**src/rtl/oyun_tx.sv**
```systemverilog
// oyun_tx: captures a three-round oyun game record on start and streams one round per
// valid/ready frame with per-round points, win flag and the final result O.
// Optional build macro OYUN_EARLY_STOP_EN ends the stream once the result is decided.
module oyun_tx #(
  parameter  int NUM_ROUNDS = 3,
  parameter  int WIN_THRESH = 5,
  parameter  int MAJORITY   = NUM_ROUNDS / 2 + 1,
  localparam int IDX_W      = (NUM_ROUNDS > 1) ? $clog2(NUM_ROUNDS) : 1,
  localparam int CNT_W      = $clog2(NUM_ROUNDS + 1)
) (
  input  logic                    clk,
  input  logic                    rst_n,
  input  logic                    start,
  input  logic [8*NUM_ROUNDS-1:0] game_in,
  output logic                    busy,
  output logic                    frame_valid,
  input  logic                    frame_ready,
  output logic [7:0]              frame_data,
  output logic [IDX_W-1:0]        frame_idx,
  output logic [1:0]              p1_pts,
  output logic [1:0]              p2_pts,
  output logic                    round_win,
  output logic [CNT_W-1:0]        wins_cnt,
  output logic                    done,
  output logic                    O
);

  typedef enum logic [1:0] {IDLE, SEND, DONE} state_t;

  localparam logic [IDX_W-1:0] LAST = IDX_W'(NUM_ROUNDS - 1);

  state_t                         state, state_nxt;
  logic [NUM_ROUNDS-1:0][7:0]     shadow;
  logic [IDX_W-1:0]               idx;
  logic [7:0]                     cur;
  logic [1:0]                     p1_c, p2_c;
  logic [2:0]                     sum;
  logic                           win_c, accept, stop, maj;
  logic [CNT_W-1:0]               wins_nxt;
`ifdef OYUN_EARLY_STOP_EN
  logic [CNT_W-1:0]               losses;
`endif

  function automatic logic [1:0] pts(input logic [1:0] x, input logic [1:0] y);
    if (x == 2'd0 || y == 2'd0) return 2'd0;
    if (x == 2'd2)              return (y == 2'd2) ? 2'd3 : 2'd2;
    return (y == 2'd2) ? 2'd2 : 2'd1;
  endfunction

  always_comb begin
    cur      = shadow[idx];
    p1_c     = pts(cur[7:6], cur[5:4]);
    p2_c     = pts(cur[3:2], cur[1:0]);
    sum      = {1'b0, p1_c} + {1'b0, p2_c};
    win_c    = 32'(sum) >= WIN_THRESH;
    accept   = (state == SEND) && frame_ready;
    wins_nxt = wins_cnt + CNT_W'(win_c);
    maj      = 32'(wins_nxt) >= MAJORITY;
    stop     = (idx == LAST);
`ifdef OYUN_EARLY_STOP_EN
    // idx+1 frames have been accepted once this one goes, so the rest are losses
    losses   = CNT_W'(idx) + CNT_W'(1) - wins_nxt;
    stop     = stop || maj || (32'(losses) > NUM_ROUNDS - MAJORITY);
`endif
  end

  always_comb begin
    state_nxt = state;
    case (state)
      IDLE:    if (start) state_nxt = SEND;
      SEND:    if (accept && stop) state_nxt = DONE;
      DONE:    state_nxt = IDLE;
      default: state_nxt = IDLE;
    endcase
  end

  always_comb begin
    frame_valid = (state == SEND);
    busy        = frame_valid;
    done        = (state == DONE);
    frame_data  = frame_valid ? cur   : 8'd0;
    frame_idx   = frame_valid ? idx   : '0;
    p1_pts      = frame_valid ? p1_c  : 2'd0;
    p2_pts      = frame_valid ? p2_c  : 2'd0;
    round_win   = frame_valid & win_c;
  end

  always_ff @(posedge clk or negedge rst_n) begin
    if (!rst_n) state <= IDLE;
    else        state <= state_nxt;
  end

  always_ff @(posedge clk or negedge rst_n) begin
    if (!rst_n) begin
      shadow   <= '0;
      idx      <= '0;
      wins_cnt <= '0;
      O        <= 1'b0;
    end else if (state == IDLE && start) begin
      shadow   <= game_in;
      idx      <= '0;
      wins_cnt <= '0;
      O        <= 1'b0;
    end else if (accept) begin
      wins_cnt <= wins_nxt;
      if (stop) O   <= maj;
      else      idx <= idx + IDX_W'(1);
    end
  end

endmodule

```
**config.mk**
```make
export PLATFORM = sky130hd
export DESIGN_NAME = oyun_tx
export DESIGN_NICKNAME = d
export VERILOG_FILES = /design/src/rtl/oyun_tx.sv
export SDC_FILE = /design/constraint.sdc
export NUM_CORES = 1
export LEC_CHECK = 0
export BUFFER_PORTS_ARGS = -buffer_cell sky130_fd_sc_hd__buf_2
export CAP_MARGIN = 20
export CELL_PAD_IN_SITES_DETAIL_PLACEMENT = 0
export CELL_PAD_IN_SITES_GLOBAL_PLACEMENT = 1
export CORE_ASPECT_RATIO = 1.2
export CORE_UTILIZATION = 35
export CTS_BUF_LIST = sky130_fd_sc_hd__clkbuf_16
export CTS_CLUSTER_SIZE = 16
export DETAILED_ROUTE_END_ITERATION = 16
export PLACE_DENSITY = 0.79
export SLEW_MARGIN = 10
export SYNTH_ARGS = -nofsm -noshare
export SYNTH_HDL_FRONTEND = slang
export SYNTH_SLANG_ARGS = --single-unit
```
**constraint.sdc**
```tcl
create_clock -name clk -period 9.1 [get_ports clk]
set_input_delay 1.82 -clock clk [delete_from_list [all_inputs] [get_ports clk]]
set_output_delay 1.82 -clock clk [all_outputs]
set_load 0.005 [all_outputs]
```
==> key figures, run 1 <==
Critical path
  • Startpoint class of the critical path: flop
  • CP endpoint: round_win
  • Crit path kind: flop to output pin
  • Reg2reg end: wins_cnt[1]$_DFFE_PN0P_
  • Worst Path Max Fanout: 12
  • Endpoint type of the worst setup path: output pin
  • Worst path top cell family by delay: simple AND/OR/NAND/NOR gates
  • Worst R2R Path Depth: 13
  • WP data arrival: 3.55 ns
  • Crit-path cells: and2b_1 -> a22oi_2 -> nand2b_1 -> ha_1 -> a221oi_1 -> ha_1 -> inv_1 -> fa_1 -> a21oi_1 -> and2_1 -> buf_2
  • CP peak stage delay: 0.65 ns
  • Register-to-register path setup slack: 5.40 ns
  • WP depth: 11
  • Critical path startpoint: idx[1]$_DFFE_PN0P_
  • Worst EP required: 7.28 ns
  • Most Frequent Cell on Critical Path: ha_1
  • Slowest CP cell: and2b_1
  • Buf/Inv on CP: 2
  • R2r startpoint: idx[1]$_DFFE_PN0P_

Cells and area
  • Final net count: 220
  • Fill cells: 472
  • Core Util, Final: 0.453
  • Layout area overhead: 25.0%
  • Register area: 776 um^2
  • Cell area after layout: 2220 um^2
  • Layout cells sized above 1: 0.519
  • Antenna Cells: 0
  • Multi-input gate area: 925 um^2

Floorplan
  • Die W: 67.0 um
  • Core Box Area: 4900 um^2
  • Row count: 28
  • Die Height: 80.0 um
  • Top Ports: 49
  • Die ar.: 5360 um^2
  • Starting Density: 0.362

Synthesis
  • EDFF count, synth: 0
  • Avg Cell Area, Syn: 13.0 um^2
  • Syn_nets: 171
  • Register area share after synthesis: 0.437
  • Post-synth ARST share: 1.00
  • Cells after synthesis: 137
  • Yosys warns: 0
  • Post-synth top flop: dfrtp_1
  • Area leader, netlist: dfrtp_1
  • Post-Syn Area: 1780 um^2
  • Synth area leaders: dfrtp_1 44%, mux2_2 16%, a22oi_4 6.0%, ha_1 3.5%, mux2_4 3.4%
  • Flops & latches, synth: 31
  • Share of the synthesized area in the top cell type: 0.437
  • Post-synthesis cell type count: 33

Power and ir drop
  • P per Cell Area: 420 nW/um^2
  • Logic gate share of total power: 0.522
  • Clock power share: 0.199
  • Leak: 0.00106 uW
  • Sequential Power Share: 0.279
  • Int Pwr: 586 uW
  • P_sw: 347 uW
  • VDD IR max: 166 uV
  • Net Sw Frac: 0.372

Global routing
  • Overall routing resource usage: 0.153
  • Vias in the first global route: 1189
  • Grt peak-use layer: met2
  • GR Util met3: 0.0486
  • Total global routing overflow: 0
  • Grt met2 use: 0.223
  • Met1 usage: 0.198
  • First-pass GRT wire length: 5870 um
  • Initial antenna violation count: 0
  • Largest net degree at the start of global routing: 32

Clocking
  • Clk buf depth: 2
  • Worst skew pair latency: 0.28 ns
  • Htree depth: 2
  • Sink Count: 31
  • Clock root buffer: clkbuf_16
  • CTS tree: yes
  • CTS clock-pin slew for the worst setup and hold paths: 0.05 ns
  • Num CTS Buffers: 5
  • Post-CTS sizing: 0
  • Hold buffers post-CTS: 0
  • Setup Fix Bufs, Post-CTS: 0

Place
  • Post-place setup slack: 3.94 ns
  • GPL Wtd Cong: 0.737
  • Placed Area: 2060 um^2
  • Hpwl dp: 2640 um
  • Port bufs: 48

STA
  • Setup violations, final: 0
  • Worst-case clock skew: 0.00685 ns
  • Highest clock rate: 186 MHz
  • Final Max Tran Viols: 0
  • Final min period: 5.37 ns
  • Worst Tran Pin Value: 0.684 ns
  • RSZ-0062 raised after global routing: false
  • Max_slew headroom: 0.544
  • Final worst-path cycle share: 0.590
  • Setup TNS: 0 ns
  • Final Hold Fails: 0
  • Final setup margin: 3.73 ns

Drt
  • Routed len/inst: 14.4 um
  • Initial DRC Count: 58
  • DR vias: 1224
  • Via density per instance: 4.96
  • DR DRC count: 0
  • Drt pass-1 iters: 4
  • Routed WL: 3550 um
  • Antenna Nets Post-Route: 0

Worst hold path
  • HP Class: flop to flop

Job
  • Max Cap Viol: 0

Outcome
  • Status: finished clean
==> area by class of cell <==
class                      count  area share
inverter                       5      0.0147
multi-input combinational     94       0.417
sequential                    31       0.349
timing repair buffer          49       0.112
clock buffer                   5      0.0564
tap                           60      0.0338
clock inverter                 3      0.0175
==> flip-flops by register name, indices dropped and copies added, names as in the netlist <==
name / count
shadow: 24
idx: 2
state: 2
wins_cnt: 2
O: 1
==> cells in the mapped netlist, types with 2 or more instances <==
library cell	number
mux2_1	3
inv_1	3
buf_2	3
a22oi_4	5
dfrtp_1	31
mux2_4	4
nand2b_1	9
nor2_1	13
a22oi_2	3
mux2_2	25
buf_6	2
xnor2_1	2
a211oi_1	2
ha_1	5
a221o_1	2
and2_1	2
a21oi_1	2
a221oi_1	6
==> stage by stage <==
step / std cells / power (uW) / hold WS [ns]
2_1_floorplan: 137 / 630 / 0.475
3_3_place_gp: 239 / 746 / 0.487
3_5_place_dp: 239 / 757 / 0.491
4_1_cts: 247 / 944 / 0.503
5_1_grt: 247 / 1010 / 0.521
6_report: 247 / 933 / 0.498
==> cell families (layout without fill, tap and decap cells) <==
kind of cell,count (synthesis),count (layout),synth area share
compound gates,22,22,0.143
xor+xnor,3,3,0.0148
fa+ha+maj,6,6,0.0465
buf+inv,12,62,0.0458
flops,31,31,0.437
mux,32,32,0.211
simple gates,31,31,0.101
==> cell usage in the layout (no fill, tap or decap), types with 2 or more instances in the layout <==
cell and n:
ha_1 5, a22oi_4 5, clkbuf_16 5, xnor2_1 2, mux2_1 3, a21oi_1 2
a221oi_1 6, buf_2 48, a221o_1 2, nor2_1 13, inv_1 3, a22oi_2 3
mux2_2 25, nand2b_1 9, mux2_4 4, dfrtp_1 31, and2_1 2, a211oi_1 2
==> worst register-to-register path, stage by stage, from the launching register on <==
cell and delay (ns):
dfrtp_1 0.55, and2b_1 0.65, a22oi_2 0.23, nand2b_1 0.19
ha_1 0.29, a221oi_1 0.26, ha_1 0.20, inv_1 0.05
fa_1 0.43, a21oi_1 0.19, ha_1 0.22, nand4b_1 0.11
xor2_1 0.15, nor2_1 0.05
==> per-layer routing <==
| layer | part of all wire | wire, um |
|---|---|---|
| met5 | 0 | 0 |
| met4 | 0.021 | 75 |
| met3 | 0.045 | 160 |
| met2 | 0.47 | 1670 |
| met1 | 0.46 | 1630 |
==> how the worst min path moves through the flow <==
stage	from	endpoint	slack, ns	cells after the start
5_1_grt	shadow[20]$_DFFE_PN0P_	shadow[20]$_DFFE_PN0P_	0.52	1
6_report	shadow[21]$_DFFE_PN0P_	shadow[21]$_DFFE_PN0P_	0.50	1
4_1_cts	shadow[20]$_DFFE_PN0P_	shadow[20]$_DFFE_PN0P_	0.50	1
3_3_place_gp	shadow[20]$_DFFE_PN0P_	shadow[20]$_DFFE_PN0P_	0.49	1
2_1_floorplan	shadow[16]$_DFFE_PN0P_	shadow[16]$_DFFE_PN0P_	0.47	1
3_5_place_dp	shadow[20]$_DFFE_PN0P_	shadow[20]$_DFFE_PN0P_	0.49	1
==> power by group through the flow <==
stage | Clock [uW] | Sequential [uW] | Combinational, uW
floorplan | 0 | 239 | 391
global placement | 0 | 261 | 484
global route | 195 | 270 | 544
finish | 185 | 260 | 487
detailed placement | 0 | 263 | 494
CTS | 188 | 260 | 495
Note: power is estimated with default switching activity, not from simulation.
==> run 2: changes to the inputs <==
==> constraint.sdc (replaced) <==
create_clock -name clk -period 5.6 [get_ports clk]
set_input_delay 1.12 -clock clk [delete_from_list [all_inputs] [get_ports clk]]
set_output_delay 1.12 -clock clk [all_outputs]
set_load 0.005 [all_outputs]
==> run 2 against run 1 <==
Net effect: clock skew decreased by 0.0051 ns; total power is 62% higher; critical path type unchanged; sequential power grew 64%; register-to-register slack worse by 3.5 ns.
==> key figures, run 2 (same netlist as run 1, synthesis figures left out) <==
Power and ir drop
  • P_sw: 565 uW (+63%)
  • Logic gate share of total power: 0.524 (+0.002)
  • Clock power share: 0.195 (-0.004)
  • Sequential Power Share: 0.281 (+0.002)
  • VDD IR max: 277 uV (+67%)
  • Net Sw Frac: 0.373 (+0.000745)
  • Int Pwr: 951 uW (+62%)
  • P per Cell Area: 683 nW/um^2 (+62%)
  • Leak: 0.00106 uW (unchanged)

Drt
  • DR vias: 1246 (+1.8%)
  • Routed WL: 3560 um (+0.31%)
  • Via density per instance: 5.04 (+1.8%)
  • DR DRC count: 0 (unchanged)
  • Antenna Nets Post-Route: 0 (unchanged)
  • Initial DRC Count: 31 (-47%)
  • Drt pass-1 iters: 6 (+2)
  • Routed len/inst: 14.4 um (+0.31%)

Critical path
  • Endpoint type of the worst setup path: output pin
  • Worst Path Max Fanout: 12 (unchanged)
  • Register-to-register path setup slack: 1.88 ns (-3.52 ns)
  • Crit path kind: flop to output pin
  • WP data arrival: 3.56 ns (about the same)
  • Startpoint class of the critical path: flop
  • Worst EP required: 4.48 ns (-2.80 ns)

STA
  • Setup TNS: 0 ns (unchanged)
  • Final min period: 4.68 ns
  • Final setup margin: 0.919 ns (-2.81 ns)
  • Worst Tran Pin Value: 0.696 ns (+0.0122 ns)
  • Max_slew headroom: 0.536 (-0.00811)
  • Highest clock rate: 214 MHz
  • Final worst-path cycle share: 0.836
  • Final Hold Fails: 0 (unchanged)
  • Setup violations, final: 0 (unchanged)
  • Worst-case clock skew: 0.00175 ns (-0.00510 ns)
  • RSZ-0062 raised after global routing: false
  • Final Max Tran Viols: 0 (unchanged)

Job
  • Max Cap Viol: 0 (unchanged)

Clocking
  • Sink Count: 31 (unchanged)
  • Htree depth: 2 (unchanged)
  • Setup Fix Bufs, Post-CTS: 0 (unchanged)
  • Clock root buffer: clkbuf_16
  • Hold buffers post-CTS: 0 (unchanged)
  • Post-CTS sizing: 0 (unchanged)
  • Num CTS Buffers: 5 (unchanged)
  • Worst skew pair latency: 0.27 ns (about the same)
  • CTS clock-pin slew for the worst setup and hold paths: 0.05 ns (about the same)
  • CTS tree: yes
  • Clk buf depth: 2 (unchanged)

Floorplan
  • Core Box Area: 4900 um^2 (unchanged)
  • Row count: 28 (unchanged)
  • Die Height: 80.0 um (unchanged)
  • Top Ports: 49 (unchanged)
  • Die ar.: 5360 um^2 (unchanged)
  • Die W: 67.0 um (unchanged)
  • Starting Density: 0.362 (unchanged)

Place
  • Port bufs: 48 (unchanged)
  • Hpwl dp: 2640 um (+0.15%)
  • Placed Area: 2060 um^2 (unchanged)
  • GPL Wtd Cong: 0.735 (-0.27%)
  • Post-place setup slack: 1.14 ns (-2.81 ns)

Global routing
  • Vias in the first global route: 1217 (+2.4%)
  • Largest net degree at the start of global routing: 32 (unchanged)
  • Initial antenna violation count: 0 (unchanged)
  • Total global routing overflow: 0 (unchanged)
  • Overall routing resource usage: 0.147 (-0.00551)
  • First-pass GRT wire length: 5870 um (-0.10%)

Outcome
  • Status: finished clean

Cells and area
  • Largest Register: shadow
  • Number of flip-flops in the largest register: 24 (unchanged)
  • Register area: 776 um^2 (unchanged)
  • Antenna Cells: 0 (unchanged)
  • Final net count: 220 (unchanged)
  • Layout area overhead: 25.0% (unchanged)
  • Commonest non-fill, non-tap cell in the layout: buf_2
  • Cell area after layout: 2220 um^2 (unchanged)
  • Multi-input gate area: 925 um^2 (unchanged)
  • Layout cells sized above 1: 0.519 (unchanged)
  • Fill cells: 462 (-2.1%)
  • Most frequent cells in the layout: 48 x buf_2, 31 x dfrtp_1, 25 x mux2_2

Worst hold path
  • HP Class: flop to flop
run 2: per-stage QoR:
step / std cells / hold WS, ns / total power, uW / util
final: 247 / 0.500 / 1520 / 0.453
after CTS: 247 / 0.504 / 1530 / 0.453
after global placement: 239 / 0.487 / 1210 / 0.419
after floorplan: 137 / 0.475 / 1020 / -
after global routing: 247 / 0.525 / 1630 / 0.453
after detailed placement: 239 / 0.494 / 1220 / 0.419
run 2: path summary, 6_finish.rpt:
check                                  startpoint                 endpoint  cells past startpoint
max                            idx[1]$_DFFE_PN0P_                round_win                     11
min                        shadow[17]$_DFFE_PN0P_   shadow[17]$_DFFE_PN0P_                      1
max reg2reg                    idx[1]$_DFFE_PN0P_  wins_cnt[1]$_DFFE_PN0P_                     13
min reg2reg                shadow[17]$_DFFE_PN0P_   shadow[17]$_DFFE_PN0P_                      1
max in group asynchronous                   rst_n            O$_DFFE_PN0P_                      1
min in group asynchronous                   rst_n   shadow[14]$_DFFE_PN0P_                      1
run 2: power groups by stage:
stage                     registers (uW)  clock network, uW  logic, uW
after floorplan                      389                  0        636
after global placement               425                  0        787
after detailed placement             428                  0        796
after CTS                            426                302        803
after global routing                 440                312        881
final                                426                296        794
run 2: cell type report:
cell class / instances / area share
Clock buffer: 5 / 0.0564
Clock inverter: 3 / 0.0175
Inverter: 5 / 0.0147
Multi-Input combinational cell: 94 / 0.417
Sequential cell: 31 / 0.349
Tap cell: 60 / 0.0338
Timing Repair Buffer: 49 / 0.112
run 2: critical path, stage by stage, from the launching register on:
cell      delay [ns]
dfrtp_1         0.55
and2b_1         0.66
a22oi_2         0.23
nand2b_1        0.19
ha_1            0.29
a221oi_1        0.26
ha_1            0.20
inv_1           0.05
fa_1            0.42
a21oi_1         0.21
and2_1          0.14
buf_2           0.10
run 2: layer usage:
layer,global-route usage,routed length (um)
met1,0.192,1570
met2,0.226,1750
met3,0.0343,156
met4,0.0702,85
met5,0,0
